[src/rtl/muldiv_sequencer.sv]
// muldiv_sequencer: multi-cycle shift-add multiplier and restoring divider owning HI/LO.
// Works on operand magnitudes; sign correction is folded into the edge that enters DONE.
module muldiv_sequencer #(
  parameter int WIDTH = 32
) (
  input  logic             clk,
  input  logic             rst_n,
  input  logic             start,
  input  logic [1:0]       op,
  input  logic [WIDTH-1:0] a,
  input  logic [WIDTH-1:0] b,
  output logic             busy,
  output logic             done,
  output logic             div_by_zero,
  output logic [WIDTH-1:0] hi,
  output logic [WIDTH-1:0] lo
);
  localparam int CW = $clog2(WIDTH);
  typedef enum logic [1:0] {IDLE, MUL, DIV, DONE} state_t;
  state_t           r_state, w_next;
  logic [CW-1:0]    r_cnt;
  logic [WIDTH-1:0] r_a, r_b, r_q, r_hi, r_lo;
  logic [WIDTH:0]   r_p;
  logic             r_neg_q, r_neg_r, r_dbz;
  logic             w_sa, w_sb, w_zero, w_accept, w_busy, w_last, w_ok;
  logic [WIDTH-1:0] w_a_mag, w_b_mag, w_mul_q, w_div_q, w_quo, w_rem;
  logic [WIDTH:0]   w_sum, w_mul_p, w_sh, w_div_p;
  logic [WIDTH+1:0] w_diff;
  logic [2*WIDTH-1:0] w_prod, w_prod_s;
  always_comb begin
    w_sa     = op[1] & a[WIDTH-1];
    w_sb     = op[1] & b[WIDTH-1];
    w_a_mag  = w_sa ? -a : a;
    w_b_mag  = w_sb ? -b : b;
    w_zero   = op[0] && b == '0;
    w_busy   = r_state == MUL || r_state == DIV;
    w_accept = !w_busy && start;
    w_last   = r_cnt == CW'(WIDTH - 1);
    w_sum    = r_p + (r_q[0] ? {1'b0, r_a} : '0);
    w_mul_p  = {1'b0, w_sum[WIDTH:1]};
    w_mul_q  = {w_sum[0], r_q[WIDTH-1:1]};
    w_sh     = {r_p[WIDTH-1:0], r_q[WIDTH-1]};
    w_diff   = {1'b0, w_sh} - {2'b0, r_b};
    w_ok     = !w_diff[WIDTH+1];
    w_div_p  = w_ok ? w_diff[WIDTH:0] : w_sh;
    w_div_q  = {r_q[WIDTH-2:0], w_ok};
    w_prod   = {w_mul_p[WIDTH-1:0], w_mul_q};
    w_prod_s = r_neg_q ? -w_prod : w_prod;
    w_quo    = r_neg_q ? -w_div_q : w_div_q;
    w_rem    = r_neg_r ? -w_div_p[WIDTH-1:0] : w_div_p[WIDTH-1:0];
    w_next   = IDLE;
    if (w_accept) w_next = w_zero ? DONE : (op[0] ? DIV : MUL);
    else if (w_busy) w_next = w_last ? DONE : r_state;
  end
  always_ff @(posedge clk) begin
    if (!rst_n) begin
      r_state <= IDLE;
      r_cnt   <= '0;
      r_hi    <= '0;
      r_lo    <= '0;
      r_dbz   <= 1'b0;
    end else begin
      r_state <= w_next;
      if (w_accept) begin
        r_cnt   <= '0;
        r_a     <= w_a_mag;
        r_b     <= w_b_mag;
        r_p     <= '0;
        r_q     <= op[0] ? w_a_mag : w_b_mag;
        r_neg_q <= w_sa ^ w_sb;
        r_neg_r <= w_sa;
        r_dbz   <= w_zero;
        if (w_zero) begin
          r_hi <= a;
          r_lo <= '1;
        end
      end else if (w_busy) begin
        r_cnt <= r_cnt + CW'(1);
        r_p   <= r_state == MUL ? w_mul_p : w_div_p;
        r_q   <= r_state == MUL ? w_mul_q : w_div_q;
        if (w_last) begin
          r_hi <= r_state == MUL ? w_prod_s[2*WIDTH-1:WIDTH] : w_rem;
          r_lo <= r_state == MUL ? w_prod_s[WIDTH-1:0] : w_quo;
        end
      end
    end
  end
  assign busy        = w_busy;
  assign done        = r_state == DONE;
  assign div_by_zero = r_dbz;
  assign hi          = r_hi;
  assign lo          = r_lo;
endmodule

[config.mk]
export PLATFORM = sky130hd
export DESIGN_NAME = muldiv_sequencer
export DESIGN_NICKNAME = d
export VERILOG_FILES = /design/src/rtl/muldiv_sequencer.sv
export SDC_FILE = /design/constraint.sdc
export NUM_CORES = 1
export LEC_CHECK = 0
export BUFFER_PORTS_ARGS = -buffer_cell sky130_fd_sc_hd__buf_2
export CORE_MARGIN = 2
export CORE_UTILIZATION = 55
export CTS_CLUSTER_SIZE = 25
export DETAILED_ROUTE_END_ITERATION = 6
export GPL_ROUTABILITY_DRIVEN = 0
export PLACE_DENSITY = 0.74
export SETUP_SLACK_MARGIN = 0.3
export SLEW_MARGIN = 10
export SYNTH_ARGS = -nofsm -noshare
export SYNTH_HDL_FRONTEND = slang
export SYNTH_SLANG_ARGS = --single-unit
[constraint.sdc]
create_clock -name clk -period 13.7 [get_ports clk]
set_input_delay 2.74 -clock clk [delete_from_list [all_inputs] [get_ports clk]]
set_output_delay 2.74 -clock clk [all_outputs]
set_load 0.03 [all_outputs]
==> impl_metrics.toml <==
[run_status]
status = "completed"

[timing]
slew_headroom_pct = 25.53
fin_crit_ps = 6336
fin_skew_ps = 21.32
finalCritPeriodShare_pct = 46.25
tightest_slew_ps = 1117
grt_setup_unrepaired = "no"
setup_violations = 0
setup_tns_ps = 0
clock.fmax_mhz = 157.8
whs_ps = 490.9
final_hold_viol_count = 0
slew_viol_final = 0

[synthesis]
avgSynthCellArea_um2 = 8.043
yosysUniqueCellTypes = 98
yosysSeqAreaShare_pct = 29.26
synthArstFlopShare_pct = 0
synth_ff_type = "edfxtp_1"
synth_nets = 2428
synth_top_area_share_pct = 21.41
synth-edff-count = 131
yosys_register_bits = 203
ys_top_cells_by_area = "edfxtp_1 21%, dfxtp_1 7.8%, a21oi_1 5.9%, xnor2_1 5.6%, ha_1 5.0%"
yosys_warnings = 0
yosysTopAreaCell = "edfxtp_1"
syn_area_mm2 = 0.01837
synth.most_common_cell = "nand2_1"
synth_cells = 2284
synth_common_cells = "231 x nand2_1, 216 x a21oi_1, 180 x nor2_1"

[routing]
drt-total-wl_um = 66560
first_pass_iters = 6
drt-vias-per-instance = 6.794
drtIter0Drc = 2522
ant_nets = 0
wire_per_inst_um = 24.05
drc_errors = 0
vias = 18807

[clock_network]
cts.sinks = 203
postCtsResizedCells = 0
cts.path.max_buffers = 3
clkTransAtPathRegs_ps = 60
post_cts_buffers = 0
clock_latency_ps = 540
cts-root-buf = "clkbuf_16"
ctsHtreeMaxLevel = 1
cts_tree = "yes"
ctsHoldBuffers = 0
cts_buffers = 23

[global_routing]
grt_pass1_vias = 17357
antenna_found_initial = 4
grt_pass1_wl_um = 101700
gr-total-overflow = 0
grt_usage_pct = 36.99
grt_max_degree = 93

[floorplan]
fp-row-count = 66
die_w_um = 186.8
die_h_um = 186.8
start_util_pct = 56.18
dieArea_mm2 = 0.03488
ios = 136
coreArea_mm2 = 0.03270

[critical_path]
worstSetupEndpointType = "flip-flop"
required_ps = 14130
r2r_cells = 14
cp.arrival_ps = 6760
criticalPathCategory = "in2reg"
worstPathMaxFanout = 61
start_kind = "input pin"

[placement]
placed_area_mm2 = 0.01917
portBuffers = 135
dp_hpwl_um = 50550

[cells_and_area]
fin_area_mm2 = 0.01993
area_delta_synth_final_pct = 8.494
layout-drive-gt1-share_pct = 11.19
fin_nets = 2451

[worst_hold_path]
hold_class = "reg2reg"
min_path_cells = 2

[power]
p_leak_nw = 7.605
power_per_cell_area_mw_per_mm2 = 275.6
irDropWorstVdd_uv = 148.5

[job]
cap_viol_max_count = 0
==> stage by stage <==
stage               setup WS, ps  power, W  util, %  instances
finish                      7364  0.005493    60.95       2768
global route                7039  0.005818    60.93       2766
CTS                         7514  0.005341    60.93       2766
detailed placement          6973  0.004682    58.64       2724
global placement            7172  0.004617    58.64       2724
floorplan                   6924  0.003711        -       2284
==> layout by cell type (no fill, tap or decap), drive strengths merged, types with 43 or more instances in the layout <==
| cell | Yosys | routed |
|---|---|---|
| nand3 | 43 | 43 |
| dfxtp | 72 | 72 |
| ha | 73 | 73 |
| and2 | 57 | 57 |
| nor2 | 181 | 181 |
| buf | 36 | 154 |
| a211oi | 59 | 59 |
| inv | 70 | 71 |
| xor2 | 80 | 80 |
| nand2 | 231 | 231 |
| edfxtp | 131 | 131 |
| o211ai | 51 | 51 |
| mux2i | 57 | 57 |
| a21oi | 218 | 218 |
| o21ai | 182 | 182 |
| nor3 | 51 | 51 |
| xnor2 | 117 | 117 |
==> final cells by class <==
| cell class | instances | area, um^2 |
|---|---|---|
| Inverter | 72 | 270.3 |
| Clock buffer | 30 | 631.9 |
| Timing Repair Buffer | 154 | 818.3 |
| Clock inverter | 12 | 118.9 |
| Multi-Input combinational cell | 1853 | 12160 |
| Fill cell | 2901 | 12770 |
| Tap cell | 442 | 553.0 |
| Sequential cell | 203 | 5375 |
| Antenna cell | 2 | 5.005 |
==> logic make-up after synthesis <==
kind of cell               synth area share [%]
AOI/OAI and AO/OA                         25.83
and+or+nand+nor                           21.70
muxes                                     3.685
xor gates and xnor gates                  9.392
DFF                                       29.26
buffers and inverters                     4.938
adders and majority gates                 5.190
==> worst max-delay path, stage by stage <==
cell and delay, ps:
buf_2 140, inv_1 60, ha_1 150, nor3b_1 360
nand4_1 320, nor4_1 700, nand2_1 200, nor3_1 620
nand3_1 210, nand2_2 100, buf_4 510, o2111ai_1 210
o41ai_1 400
==> path summary, 6_finish.rpt <==
check	startpoint	endpoint	slack, ps
setup / recovery	b[0]	hi[26]	7360
hold / removal	hi[4]	hi[4]	490
setup reg to reg	r_q[0]	hi[27]	7960
hold reg to reg	hi[4]	hi[4]	490
==> flip-flops by register name, indices dropped and copies added, names as in the netlist <==
signal and cells:
r_b 32, r_state 2, hi 32, r_p 33, r_cnt 5, r_neg_q 1, r_neg_r 1, div_by_zero 1
lo 32, r_q 32, r_a 32
==> where the power goes <==
part / switching [W] / internal, W
Combinational: 0.00247 / 0.00130
Clock: 0.000271 / 0.000364
Sequential: 0.000227 / 0.000863
Total: 0.00297 / 0.00252
==> layer usage <==
metal | global-route usage, % | routed length (um) | vias up
met5 | 0 | 24 | -
met4 | 19.75 | 4266 | 4
met3 | 5.981 | 7566 | 255
met2 | 59.34 | 29800 | 1242
met1 | 47.95 | 24910 | 8825
li1 | - | - | 8481
Power figures use the tool's default switching activity.
